$ cat src/rtl/keylock_pkg.sv
// rtl/keylock_pkg.sv - shared state encoding and key codes for the keypad lock
package keylock_pkg;

  typedef enum logic [2:0] {
    ST_LOCKED       = 3'd0,
    ST_UNLOCKED     = 3'd1,
    ST_PROG_SLOT    = 3'd2,
    ST_PROG_NEW     = 3'd3,
    ST_PROG_CONFIRM = 3'd4,
    ST_LOCKOUT      = 3'd5
  } state_t;

  localparam logic [3:0] KEY_STAR = 4'd10;
  localparam logic [3:0] KEY_HASH = 4'd11;

  function automatic logic is_digit_key(input logic [3:0] k);
    return k <= 4'd9;
  endfunction

endpackage

$ cat src/rtl/keylock_ctrl_digit_buffer.sv
// rtl/keylock_ctrl_digit_buffer.sv - BCD entry shift register with saturating count and overflow
module digit_buffer #(
  parameter int DIGITS = 6,
  localparam int CW = $clog2(DIGITS + 1)
) (
  input  logic                  hwclk,
  input  logic                  resetN,
  input  logic                  shift,
  input  logic [3:0]            digit,
  input  logic                  clr,
  output logic [DIGITS*4-1:0]   code,
  output logic [CW-1:0]         cnt,
  output logic                  ovf
);

  logic [DIGITS*4-1:0] code_q, code_d;
  logic [CW-1:0]       cnt_q, cnt_d;
  logic                ovf_q, ovf_d;

  always_comb begin
    code_d = code_q;
    cnt_d  = cnt_q;
    ovf_d  = ovf_q;
    if (clr) begin
      code_d = '0;
      cnt_d  = '0;
      ovf_d  = 1'b0;
    end else if (shift) begin
      code_d = {code_q[DIGITS*4-5:0], digit};
      // An extra digit poisons the entry rather than silently dropping the oldest.
      if (cnt_q == CW'(DIGITS)) ovf_d = 1'b1;
      else                      cnt_d = cnt_q + 1'b1;
    end
  end

  always_ff @(posedge hwclk) begin
    if (!resetN) begin
      code_q <= '0;
      cnt_q  <= '0;
      ovf_q  <= 1'b0;
    end else begin
      code_q <= code_d;
      cnt_q  <= cnt_d;
      ovf_q  <= ovf_d;
    end
  end

  assign code = code_q;
  assign cnt  = cnt_q;
  assign ovf  = ovf_q;

endmodule

$ cat src/rtl/keylock_ctrl.sv
// rtl/keylock_ctrl.sv - keypad code lock: master/user codes, slot programming, lockout, auto-relock
module keylock_ctrl
  import keylock_pkg::*;
#(
  parameter int                 DIGITS      = 6,
  parameter int                 NUM_SLOTS   = 2,
  parameter logic [DIGITS*4-1:0] MASTER_CODE = 24'h555116,
  parameter logic [DIGITS*4-1:0] DEFAULT_UC  = 24'h666666,
  parameter int                 MAX_FAIL    = 3,
  parameter int                 LOCKOUT_CYC = 36_000_000,
  parameter int                 UNLOCK_CYC  = 60_000_000
) (
  input  logic                         hwclk,
  input  logic                         resetN,
  input  logic [3:0]                   key,
  input  logic                         key_stb,
  output logic                         unlocked,
  output logic                         lockout,
  output logic                         prog_mode,
  output logic                         err_pulse,
  output logic                         ok_pulse,
  output logic [2:0]                   state,
  output logic [$clog2(DIGITS+1)-1:0]  digit_cnt
);

  localparam int CW   = $clog2(DIGITS + 1);
  localparam int FW   = $clog2(MAX_FAIL + 1);
  localparam int TMAX = (LOCKOUT_CYC > UNLOCK_CYC) ? LOCKOUT_CYC : UNLOCK_CYC;
  localparam int TW   = $clog2(TMAX + 1);
  localparam int SW   = (NUM_SLOTS > 1) ? $clog2(NUM_SLOTS) : 1;
  localparam int CD   = DIGITS * 4;

  state_t          state_q, state_d;
  logic [FW-1:0]   fail_q, fail_d;
  logic [TW-1:0]   timer_q, timer_d;
  logic [SW-1:0]   slot_q, slot_d;
  logic [CD-1:0]   cand_q, cand_d;
  logic [CD-1:0]   codes_q [NUM_SLOTS];
  logic [CD-1:0]   codes_d [NUM_SLOTS];
  logic            err_q, err_d;
  logic            ok_q, ok_d;

  logic            key_ok, is_dig, is_star, is_hash;
  logic            shift_en, clr_en;
  logic [CD-1:0]   entry;
  logic [CW-1:0]   entry_cnt;
  logic            entry_ovf, entry_valid;
  logic [NUM_SLOTS-1:0] slot_match;
  logic            slot_hit;

  assign key_ok  = key_stb && (key <= KEY_HASH);
  assign is_dig  = key_ok && is_digit_key(key);
  assign is_star = key_ok && (key == KEY_STAR);
  assign is_hash = key_ok && (key == KEY_HASH);

  // Digits only accumulate where a code is being typed; UNLOCKED and PROG_SLOT consume them otherwise.
  assign shift_en = is_dig && (state_q == ST_LOCKED || state_q == ST_PROG_NEW ||
                               state_q == ST_PROG_CONFIRM);
  assign clr_en   = (is_star || is_hash) && (state_q != ST_LOCKOUT);

  digit_buffer #(.DIGITS(DIGITS)) u_buf (
    .hwclk  (hwclk),
    .resetN (resetN),
    .shift  (shift_en),
    .digit  (key),
    .clr    (clr_en),
    .code   (entry),
    .cnt    (entry_cnt),
    .ovf    (entry_ovf)
  );

  assign entry_valid = (entry_cnt == CW'(DIGITS)) && !entry_ovf;

  always_comb begin
    for (int i = 0; i < NUM_SLOTS; i++) slot_match[i] = (codes_q[i] == entry);
  end
  assign slot_hit = |slot_match;

  always_comb begin
    state_d = state_q;
    fail_d  = fail_q;
    timer_d = timer_q;
    slot_d  = slot_q;
    cand_d  = cand_q;
    codes_d = codes_q;
    err_d   = 1'b0;
    ok_d    = 1'b0;
    case (state_q)
      ST_LOCKED: begin
        if (is_hash) begin
          if (entry_valid && entry == MASTER_CODE) begin
            state_d = ST_PROG_SLOT;
          end else if (entry_valid && slot_hit) begin
            state_d = ST_UNLOCKED;
            timer_d = TW'(UNLOCK_CYC);
            fail_d  = '0;
            ok_d    = 1'b1;
          end else begin
            err_d  = 1'b1;
            fail_d = fail_q + 1'b1;
            if (fail_q == FW'(MAX_FAIL - 1)) begin
              state_d = ST_LOCKOUT;
              timer_d = TW'(LOCKOUT_CYC);
            end
          end
        end
      end
      ST_UNLOCKED: begin
        // Expiry takes priority over a coincident key.
        if (timer_q == '0) begin
          state_d = ST_LOCKED;
        end else begin
          timer_d = timer_q - 1'b1;
          if (is_hash) state_d = ST_LOCKED;
        end
      end
      ST_PROG_SLOT: begin
        if (is_dig) begin
          if (int'(key) < NUM_SLOTS) begin
            slot_d  = key[SW-1:0];
            state_d = ST_PROG_NEW;
          end else begin
            err_d   = 1'b1;
            state_d = ST_LOCKED;
          end
        end else if (is_hash) begin
          err_d   = 1'b1;
          state_d = ST_LOCKED;
        end else if (is_star) begin
          state_d = ST_LOCKED;
        end
      end
      ST_PROG_NEW: begin
        if (is_hash) begin
          if (entry_valid) begin
            cand_d  = entry;
            state_d = ST_PROG_CONFIRM;
          end else begin
            err_d   = 1'b1;
            state_d = ST_LOCKED;
          end
        end else if (is_star) begin
          state_d = ST_LOCKED;
        end
      end
      ST_PROG_CONFIRM: begin
        if (is_hash) begin
          if (entry_valid && entry == cand_q) begin
            for (int i = 0; i < NUM_SLOTS; i++)
              if (slot_q == SW'(i)) codes_d[i] = cand_q;
            ok_d = 1'b1;
          end else begin
            err_d = 1'b1;
          end
          state_d = ST_LOCKED;
        end else if (is_star) begin
          state_d = ST_LOCKED;
        end
      end
      ST_LOCKOUT: begin
        if (timer_q == '0) begin
          state_d = ST_LOCKED;
          fail_d  = '0;
        end else begin
          timer_d = timer_q - 1'b1;
        end
      end
      default: state_d = ST_LOCKED;
    endcase
  end

  always_ff @(posedge hwclk) begin
    if (!resetN) begin
      state_q <= ST_LOCKED;
      fail_q  <= '0;
      timer_q <= '0;
      slot_q  <= '0;
      cand_q  <= '0;
      err_q   <= 1'b0;
      ok_q    <= 1'b0;
      for (int i = 0; i < NUM_SLOTS; i++) codes_q[i] <= DEFAULT_UC;
    end else begin
      state_q <= state_d;
      fail_q  <= fail_d;
      timer_q <= timer_d;
      slot_q  <= slot_d;
      cand_q  <= cand_d;
      err_q   <= err_d;
      ok_q    <= ok_d;
      for (int i = 0; i < NUM_SLOTS; i++) codes_q[i] <= codes_d[i];
    end
  end

  assign unlocked  = (state_q == ST_UNLOCKED);
  assign lockout   = (state_q == ST_LOCKOUT);
  assign prog_mode = (state_q == ST_PROG_SLOT) || (state_q == ST_PROG_NEW) ||
                     (state_q == ST_PROG_CONFIRM);
  assign err_pulse = err_q;
  assign ok_pulse  = ok_q;
  assign state     = state_q;
  assign digit_cnt = entry_cnt;

endmodule
$ cat config.mk
export PLATFORM = sky130hd
export DESIGN_NAME = keylock_ctrl
export DESIGN_NICKNAME = d
export VERILOG_FILES = /design/src/rtl/keylock_pkg.sv /design/src/rtl/keylock_ctrl_digit_buffer.sv /design/src/rtl/keylock_ctrl.sv
export SDC_FILE = /design/constraint.sdc
export NUM_CORES = 1
export LEC_CHECK = 0
export BUFFER_PORTS_ARGS = -buffer_cell sky130_fd_sc_hd__buf_2
export CAP_MARGIN = 5
export CORE_ASPECT_RATIO = 1.1
export CORE_MARGIN = 5
export CORE_UTILIZATION = 40
export DETAILED_ROUTE_END_ITERATION = 8
export GPL_ROUTABILITY_DRIVEN = 0
export PLACE_DENSITY_LB_ADDON = 0.25
export REMOVE_ABC_BUFFERS = 1
export SETUP_SLACK_MARGIN = 0.3
export SYNTH_ARGS = -nofsm -noshare
export SYNTH_HDL_FRONTEND = slang
export SYNTH_SLANG_ARGS = --single-unit
$ cat constraint.sdc
create_clock -name hwclk -period 2 [get_ports hwclk]
set_input_delay 0.1 -clock hwclk [delete_from_list [all_inputs] [get_ports hwclk]]
set_output_delay 0.1 -clock hwclk [all_outputs]
set_load 0.02 [all_outputs]
==> qor.txt, run 1 <==
outcome -> complete, but fails checks
failing checks -> negative setup slack
core area -> 0.0164 sq mm
Worst-Margin Slew -> 0.694 ns
Horiz. Die Dim -> 133 microns
Tcrit/Tclk final -> 115%
post-synthesis xor/xnor area fraction -> 9.58%
Netlist cell types -> 62
Hold Crit Start -> key[1]
maximum vdd drop -> 0.000619 V
Ports -> 18
grt total ovfl -> 0
final hold viol count -> 0
H-tree depth -> 4
DP HPWL -> 12.7 mm
leading area contributor after synthesis -> dfxtp_1
Wirelength per Cell -> 18.6 microns
Gate Count Post-Synth -> 805
Reg area -> 0.00273 sq mm
Die Span Y -> 145 microns
max-cap viol count -> 0
ANT nets after route -> 0
final slew viol count -> 0
Power, Total -> 6.20 mW
row cnt -> 49
Layout Area Growth over Synthesis -> 50.1%
Synth Cell Area -> 0.00667 sq mm
Starting Density -> 40.8%
Setup CP Type -> reg2reg
Max transition margin -> 53.8%
drc violations -> 0
share of cells above drive strength 1 -> 40.2%
PD cells -> 619 mW/mm^2
Top FF cell, synth -> dfxtp_1
multi-input logic area -> 0.00442 sq mm
Clock transition at path regs -> 0.06 ns
clk sinks -> 134
root buf cell -> clkbuf_16
first-pass GRT wire length -> 33.3 mm
die area -> 0.0194 sq mm
post-synth top area share -> 40.2%
Worst setup SP type -> register
number of global-route vias before repair -> 6,154
n_diodes -> 0
post-route cell area -> 0.0100 sq mm
number of enable flip-flop cells after synthesis -> 0
Skew-Pair Late Insertion Delay -> 0.44 ns
setup violators final -> 82
Tmin final -> 2.30 ns
CTS Buffer Depth -> 2
setup slack after layout -> -0.300 ns
Clock Skews -> 0.0116 ns
Critical Path RT -> 2.32 ns
Post-Synth Simple-Gate Area -> 22.0%
peak fanout along the critical path -> 5
Critical path origin -> u_buf.cnt[0]
mux cell area share after synthesis -> 7.65%
min-delay worst type -> in2reg
Syn Area/Cell -> 8.29 sq um
DP Area -> 0.00779 sq mm
R2R Path Start -> u_buf.cnt[0]
Vias -> 6,456
Critical Path AT -> 2.62 ns
RSZ-0062 raised after global routing -> yes
pin count of the biggest net entering global routing -> 56
main area contributors after synthesis -> dfxtp_1 40%, nand2_1 8.5%, mux2i_1 7.6%
Synth Area in Adders -> 0.750%
Layout Nets -> 966
fillcell total -> 1,288
most common cell after layout, fill and taps aside -> nand2_1
#FFs+latches synth -> 134
DRT Wirelength -> 21.8 mm
vias per std cell -> 5.51
Async SR Flop Fraction -> 0%
Leak -> 4.06 nW
I/O Buffers -> 17
YS warnings -> 0
post-synthesis sequential area ratio -> 40.2%
Peak Freq -> 0.435 GHz
initial antenna violation count -> 0
post-synthesis compound-gate area fraction -> 15.0%
CTS tree -> done
Total GRT Usage -> 21.6%
most frequent cells in the layout -> 126 x nand2_1, 120 x buf_4, 113 x dfxtp_1
CTS Buf Count -> 17
CP Capture Type -> register
drt first pass iters -> 5
DR iter-0 viols -> 404
largest family of logic cells by synthesized area -> simple AND/OR/NAND/NOR gates
-- layout make-up --
type	instances	share of cell area [%]
Clock inverter	11	1.49
Timing Repair Buffer	199	19.8
Sequential cell	134	27.3
Tap cell	204	2.55
Multi-Input combinational cell	596	44.1
Inverter	7	0.262
Clock buffer	20	4.46
-- worst paths after layout --
| check | to | depth (start not counted) | slack, ns |
|---|---|---|---|
| max | timer_q[25] | 11 | -0.30 |
| min | u_buf.code[1] | 3 | 0.05 |
| max reg2reg | timer_q[25] | 11 | -0.30 |
| min reg2reg | fail_q[0] | 2 | 0.48 |
-- logic make-up (layout without fill, tap and decap cells) --
logic type      after synthesis  in the layout
compound gates              154            155
xor+xnor                     73             73
fa+ha+maj                     4              4
buf+inv                      76            237
flops                       134            134
mux                          51             51
simple gates                313            313
-- metal layers --
metal	up-vias	global-route usage (%)	routed length (microns)
li1	3108	-	-
met1	3129	27.1	9140
met2	172	35.9	11000
met3	47	4.70	988
met4	0	9.31	692
met5	-	0	0
-- worst max-delay path, stage by stage (launching register included) --
cell and delay [ns]:
dfxtp_2 0.32, inv_2 0.05, ha_4 0.13, nand3b_1 0.19, buf_4 0.20, buf_6 0.11
o41a_1 0.50, nor2_4 0.15, buf_6 0.12, a21oi_4 0.04, buf_6 0.14, o2111a_1 0.22
-- repair_timing --
item | CTS | global route
buffers inserted | 19 | 15
hold buffers | 3 | 0
hold endpoints to repair | 3 | 0
gates cloned | 11 | 2
gates resized for setup | 105 | 140
pin swaps | 34 | 77
endpoints found under the setup margin | 134 | 135
-- through the flow --
stage	hold slack, ns	setup WS (ns)	instances	util [%]	setup TNS [ns]
2_1_floorplan	0.162	-1.04	736	-	-90.61
3_3_place_gp	0.370	-0.314	1090	47.6	-14.79
3_5_place_dp	0.385	-0.395	1090	47.6	-20.15
4_1_cts	0.0218	-0.211	1154	56.6	-11.16
5_1_grt	0.0281	-0.407	1171	61.2	-25.98
6_report	0.0451	-0.300	1171	61.2	-15.79
-- Yosys cell counts (all sizes together), types with 2 or more instances --
library cell	count
o31ai	4
buf	22
xnor2	28
o21a	3
xor2	45
a211oi	7
ha	4
nand4b	2
o41ai	2
inv	7
o32ai	9
o31a	3
nand2	152
o41a	2
a21o	5
or2	4
a31oi	10
or4bb	2
a21oi	71
o21ai	24
nor2b	5
clkbuf	47
nor2	52
and4b	2
nor3	30
nand3	13
or4	2
o22ai	6
nand4	13
mux2i	51
or3	9
nor4	18
dfxtp	134
-- sequential cells by signal, summed over array words and instances (netlist names) --
| signal | count |
|---|---|
| codes_q | 48 |
| timer_q | 26 |
| cand_q | 24 |
| u_buf.code | 24 |
| state | 3 |
| u_buf.cnt | 3 |
| fail_q | 2 |
| err_pulse | 1 |
| ok_pulse | 1 |
| slot_q | 1 |
| u_buf.ovf | 1 |
-- report_power, final --
part,internal (mW),switching [mW],total [mW]
logic,0.109,0.181,0.291
registers,2.67,0.0125,2.68
clock network,1.99,1.24,3.23
Power figures use the tool's default switching activity.
==> run 2: changes to the inputs <==
--- a/config.mk
+++ b/config.mk
@@ -14,7 +14,7 @@
 export GPL_ROUTABILITY_DRIVEN = 0
 export PLACE_DENSITY_LB_ADDON = 0.25
 export REMOVE_ABC_BUFFERS = 1
-export SETUP_SLACK_MARGIN = 0.3
+export SETUP_SLACK_MARGIN = 0.2
 export SYNTH_ARGS = -nofsm -noshare
 export SYNTH_HDL_FRONTEND = slang
 export SYNTH_SLANG_ARGS = --single-unit
==> run 2 against run 1 <==
Against the previous run:
- the flow still finishes with violations (negative setup slack)
- first-iteration DRC count rose by 12%
- setup slack worse by 0.032 ns
- clock power about the same
==> qor.txt, run 2 (same netlist as run 1, synthesis figures left out) <==
max reg flops -> 48 (unchanged)
R2R Path Start -> codes_q[26]
Vias -> 6,460 (+0.062%)
Hold Crit Depth -> 3 (unchanged)
H-tree depth -> 4 (unchanged)
CTS Buf Count -> 17 (unchanged)
R2R setup slack -> -0.33 ns (-0.03 ns)
root buf cell -> clkbuf_16
Peak Freq -> 0.429 GHz (-1.4%)
Layout Nets -> 963 (-0.31%)
core area -> 0.0164 sq mm (unchanged)
peak fanout along the critical path -> 5 (unchanged)
Layout Area Growth over Synthesis -> 48.9%
maximum vdd drop -> 0.000630 V (+1.7%)
Die Span Y -> 145 microns (unchanged)
DP HPWL -> 12.7 mm (unchanged)
Clock transition at path regs -> 0.06 ns (about the same)
hold_ws -> 0.0387 ns (-0.00641 ns)
DRT Wirelength -> 21.8 mm (-0.28%)
setup violators final -> 83 (+1.2%)
die area -> 0.0194 sq mm (unchanged)
Setup CP Type -> reg2reg
DR iter-0 viols -> 454 (+12%)
CTS Buffer Depth -> 2 (unchanged)
first-pass GRT wire length -> 33.1 mm (-0.50%)
final hold viol count -> 0 (unchanged)
Critical Path Max Stage Delay -> 0.42 ns (-0.08 ns)
Ports -> 18 (unchanged)
Tcrit/Tclk final -> 117% (+1.6 points)
drc violations -> 0 (unchanged)
Tmin final -> 2.33 ns (+0.0316 ns)
Total GRT Usage -> 21.6% (-0.076 points)
vias per std cell -> 5.53 (+0.32%)
ANT nets after route -> 0 (unchanged)
Wirelength per Cell -> 18.6 microns (about the same)
CTS tree -> done
Core Util, Final -> 60.7% (-0.47 points)
RSZ-0062 raised after global routing -> yes
most frequent cells in the layout -> 126 x nand2_1, 122 x buf_4, 114 x dfxtp_1
Clock Skews -> 0.0132 ns (+0.00153 ns)
reg2reg end -> timer_q[23]
Horiz. Die Dim -> 133 microns (unchanged)
Hold Crit Start -> key[3]
grt total ovfl -> 0 (unchanged)
WHS Endpoint -> u_buf.code[3]
Starting Density -> 40.8% (unchanged)
row cnt -> 49 (unchanged)
pin count of the biggest net entering global routing -> 56 (unchanged)
drt first pass iters -> 5 (unchanged)
n_diodes -> 0 (unchanged)
Leak -> 4.04 nW (-0.65%)
min-delay worst type -> in2reg
Max transition margin -> 55.0% (+1.2 points)
final slew viol count -> 0 (unchanged)
failing checks -> negative setup slack
Worst-Margin Slew -> 0.675 ns (-0.0187 ns)
max-cap viol count -> 0 (unchanged)
setup slack after layout -> -0.332 ns (-0.0316 ns)
Critical Path RT -> 2.30 ns (-0.02 ns)
number of global-route vias before repair -> 6,103 (-0.83%)
worst-path cell chain -> xor2_2 -> nor4_2 -> buf_4 -> nand2_4 -> o32a_4 -> buf_12 -> buf_6 -> a211oi_2 -> o32ai_2
most common cell after layout, fill and taps aside -> nand2_1
PD cells -> 623 mW/mm^2 (+0.71%)
outcome -> complete, but fails checks
Largest Register -> codes_q
initial antenna violation count -> 0 (unchanged)
Worst setup SP type -> register
worst r2r path cells -> 9 (-2)
critical path's slowest cell -> o32a_4
clk sinks -> 134 (unchanged)
Largest regs -> codes_q x48, timer_q x26
share of cells above drive strength 1 -> 39.3% (-0.91 points)
Critical Path AT -> 2.63 ns (about the same)
CP Capture Type -> register
I/O Buffers -> 17 (unchanged)
Skew-Pair Late Insertion Delay -> 0.43 ns (about the same)
run 2: timing repair:
item                                    4_1_cts  5_1_grt
hold buffers                                  3        0
gates cloned                                 11        2
hold endpoints to repair                      3        0
pin swaps                                    32       85
setup buffers                                17       14
resized for setup                            95      136
endpoints found under the setup margin      134      109
run 2: how the worst max path moves through the flow:
stage,startpoint,end,slack [ns],cells after the start
global placement,u_buf.cnt[0],timer_q[14],-0.31,9
finish,codes_q[26],timer_q[23],-0.33,9
floorplan,u_buf.cnt[1],codes_q[24],-1.04,7
global route,u_buf.cnt[0],codes_q[42],-0.40,12
detailed placement,u_buf.cnt[0],timer_q[16],-0.39,8
CTS,u_buf.cnt[0],timer_q[1],-0.21,10
run 2: per-stage QoR:
stage	area [sq um]	power, mW	instances	setup WS, ns	TNS, ns
final	9940	6.20	1168	-0.332	-15.92
after detailed placement	7790	2.99	1090	-0.395	-20.15
after global placement	7790	2.99	1090	-0.314	-14.79
after floorplan	6380	2.85	736	-1.04	-90.61
after CTS	9200	6.21	1152	-0.211	-11.15
after global routing	9940	6.39	1168	-0.400	-25.37
run 2: critical path, delay by kind of cell (launching register included):
kind	cells	cell delay, ns
xor gates and xnor gates	1	0.18
buffers and inverters	3	0.48
AOI/OAI and AO/OA	3	0.81
DFF	1	0.36
and+or+nand+nor	2	0.39
run 2: layer usage:
layer / GRT usage [%] / up-vias / part of all wire, %
met3: 4.50 / 45 / 3.9
met5: 0 / - / 0
li1: - / 3108 / -
met2: 35.8 / 169 / 50
met4: 8.85 / 0 / 3.4
met1: 27.3 / 3138 / 42
run 2: final cells by class:
class / instances / area [sq um]
Timing Repair Buffer: 196 / 1940
Multi-Input combinational cell: 596 / 4390
Sequential cell: 134 / 2730
Tap cell: 204 / 255
Clock buffer: 20 / 447
Inverter: 7 / 26.3
Clock inverter: 11 / 149
Fill cell: 1297 / 6430
run 2: where the power goes:
group / switching, mW / total (mW) / internal (mW)
registers: 0.0125 / 2.69 / 2.67
clock network: 1.23 / 3.23 / 1.99
logic: 0.178 / 0.283 / 0.105
==> run 3: changes to the inputs <==
==> constraint.sdc (replaced) <==
create_clock -name hwclk -period 2.75 [get_ports hwclk]
set_input_delay 0.1375 -clock hwclk [delete_from_list [all_inputs] [get_ports hwclk]]
set_output_delay 0.1375 -clock hwclk [all_outputs]
set_load 0.02 [all_outputs]
==> run 3 against run 2 <==
Against the previous run:
- the run now ends clean
- setup slack improved by 0.63 ns
- hold slack improved by 0.047 ns
- sequential cell count did not move
- clock skew rose by 0.0023 ns
- global-route usage fell by 3.3 points
- sequential share of layout area rose by 7.5 points
- register-to-register slack improved by 0.63 ns
- die area did not move
- first-iteration DRC count fell by 31%
- power fell by 31%
- routed wire length fell by 20%
- critical path type unchanged
- largest power group unchanged
==> qor.txt, run 3 (same netlist as run 1, synthesis figures left out) <==
outcome -> complete, no violations
PD cells -> 553 mW/mm^2 (-11%)
Clock transition at path regs -> 0.06 ns (about the same)
Tmin final -> 2.45 ns (+0.116 ns)
DP HPWL -> 11.6 mm (-8.4%)
vias per std cell -> 5.41 (-2.1%)
combinational power share -> 3.7% (-0.9 points)
Die Span Y -> 145 microns (unchanged)
first-pass GRT wire length -> 28.6 mm (-14%)
root buf cell -> clkbuf_16
Hold Crit Start -> key[3]
clk sinks -> 134 (unchanged)
final slew viol count -> 0 (unchanged)
H-tree depth -> 4 (unchanged)
R2R setup slack -> 0.30 ns (+0.63 ns)
Power, Total -> 4.26 mW (-31%)
DRT Wirelength -> 17.3 mm (-20%)
Net Sw Power -> 1.03 mW (-27%)
Layout Area Growth over Synthesis -> 15.2%
worst r2r path cells -> 8 (-1)
Wirelength per Cell -> 16.7 microns (-10%)
DR iter-0 viols -> 311 (-31%)
Vias -> 5,609 (-13%)
worst-path cell chain -> buf_4 -> xor2_1 -> nor4_1 -> nand4_1 -> o32a_1 -> buf_4 -> or3b_2 -> a21oi_1
Layout Nets -> 830 (-14%)
Largest regs -> codes_q x48, timer_q x26
Net Sw Frac -> 24.3% (+1.3 points)
n_diodes -> 0 (unchanged)
Worst-Margin Slew -> 0.531 ns (-0.144 ns)
grt total ovfl -> 0 (unchanged)
CTS tree -> done
max-cap viol count -> 0 (unchanged)
Peak Freq -> 0.409 GHz (-4.7%)
Tcrit/Tclk final -> 89.0% (-28 points)
ANT nets after route -> 0 (unchanged)
most common cell after layout, fill and taps aside -> nand2_1
Largest Register -> codes_q
setup_tns -> 0 ns (+15.92 ns)
WHS Endpoint -> u_buf.code[3]
drc violations -> 0 (unchanged)
critical path's slowest cell -> nor4_1
setup violators final -> 0 (-100%)
CP Capture Type -> register
reg2reg end -> ok_pulse
core area -> 0.0164 sq mm (unchanged)
most frequent cells in the layout -> 152 x nand2_1, 134 x dfxtp_1, 69 x a21oi_1
R2R Path Start -> u_buf.code[15]
CTS Buffer Depth -> 2 (unchanged)
maximum vdd drop -> 0.000427 V (-32%)
Starting Density -> 40.8% (unchanged)
Crit path top cell by count -> buf_4
Worst setup SP type -> register
Critical Path AT -> 2.80 ns (+0.17 ns)
RSZ-0062 raised after global routing -> no
Skew-Pair Late Insertion Delay -> 0.43 ns (about the same)
Clock Skews -> 0.0154 ns (+0.00228 ns)
Total GRT Usage -> 18.3% (-3.3 points)
row cnt -> 49 (unchanged)
sequential share of power -> 46.0% (+2.6 points)
Setup CP Type -> reg2reg
I/O Buffers -> 17 (unchanged)
share of cells above drive strength 1 -> 14.3% (-25 points)
Critical Path Max Stage Delay -> 0.44 ns (+0.02 ns)
pin count of the biggest net entering global routing -> 46 (-18%)
min-delay worst type -> in2reg
Leak -> 3.04 nW (-25%)
die area -> 0.0194 sq mm (unchanged)
initial antenna violation count -> 0 (unchanged)
max reg flops -> 48 (unchanged)
number of global-route vias before repair -> 5,336 (-13%)
setup slack after layout -> 0.302 ns (+0.634 ns)
final hold viol count -> 0 (unchanged)
Horiz. Die Dim -> 133 microns (unchanged)
Hold Crit Depth -> 3 (unchanged)
fillcell total -> 1,607 (+24%)
clock power share -> 50.3% (-1.8 points)
CTS Buf Count -> 17 (unchanged)
drt first pass iters -> 5 (unchanged)
Max transition margin -> 64.5% (+9.5 points)
Critical Path RT -> 3.10 ns (+0.80 ns)
Place WS -> 0.271 ns (+0.666 ns)
peak fanout along the critical path -> 5 (unchanged)
internal power -> 3.22 mW (-32%)
Ports -> 18 (unchanged)
## run 3: cell types whose count changed in the layout (fill, tap and decap cells not counted), sizes merged
cell,previous run,this run
a21o,6,5
inv,10,16
clkinvlp,3,2
clkbuf,22,19
bufinv,3,0
buf,191,61
## run 3: final cells by class
type	count	area (sq um)	share of cell area, %
clock buffer	19	453	5.89
clock inverter	13	108	1.40
inverter	7	26.3	0.342
multi-input combinational	595	3710	48.2
sequential	134	2680	34.9
tap	204	255	3.32
timing repair buffer	64	458	5.95
## run 3: worst max-delay path by stage
stage / startpoint / to / slack [ns] / cells after the start
3_3_place_gp: u_buf.cnt[0] / timer_q[16] / 0.26 / 8
4_1_cts: u_buf.cnt[0] / timer_q[1] / 0.25 / 10
2_1_floorplan: u_buf.cnt[1] / codes_q[24] / -0.29 / 7
5_1_grt: u_buf.cnt[0] / timer_q[1] / 0.20 / 10
3_5_place_dp: u_buf.cnt[0] / timer_q[1] / 0.27 / 10
6_report: u_buf.code[15] / ok_pulse / 0.30 / 8
## run 3: repair_timing
item                                   CTS  global route
buffers inserted                         0             2
hold buffers                             3             0
resized for setup                        0             4
setup endpoints to repair                0            66
endpoints found under the hold margin    3             0
## run 3: routing by layer
layer  GRT usage, %  wire length, microns  vias up
met1           24.3                  8140     2653
met2           29.5                  8270       94
met4           6.74                   346        0
met5              0                     0        -
met3           3.70                   590       24
li1               -                     -     2838
## run 3: power by group through the flow
stage | sequential (mW) | combinational (mW) | clock, mW
after global placement | 2.00 | 0.154 | 0
after global routing | 1.96 | 0.172 | 2.29
after CTS | 1.96 | 0.157 | 2.19
after floorplan | 2.01 | 0.0678 | 0
final | 1.96 | 0.158 | 2.14
after detailed placement | 2.00 | 0.153 | 0
## run 3: critical path, delay by kind of cell (launching register included)
family | cells | cell delay, ns
xor+xnor | 1 | 0.15
flops | 1 | 0.36
simple gates | 3 | 1.08
buf+inv | 2 | 0.34
compound gates | 2 | 0.44
## run 3: stage by stage
step | std cells | hold slack [ns] | utilization (%) | instance area (sq um)
2_1_floorplan | 736 | 0.199 | - | 6380
3_3_place_gp | 999 | 0.413 | 43.1 | 7060
3_5_place_dp | 999 | 0.411 | 43.1 | 7060
4_1_cts | 1034 | 0.0665 | 46.7 | 7650
5_1_grt | 1036 | 0.0736 | 47.0 | 7690
6_report | 1036 | 0.0857 | 47.0 | 7690
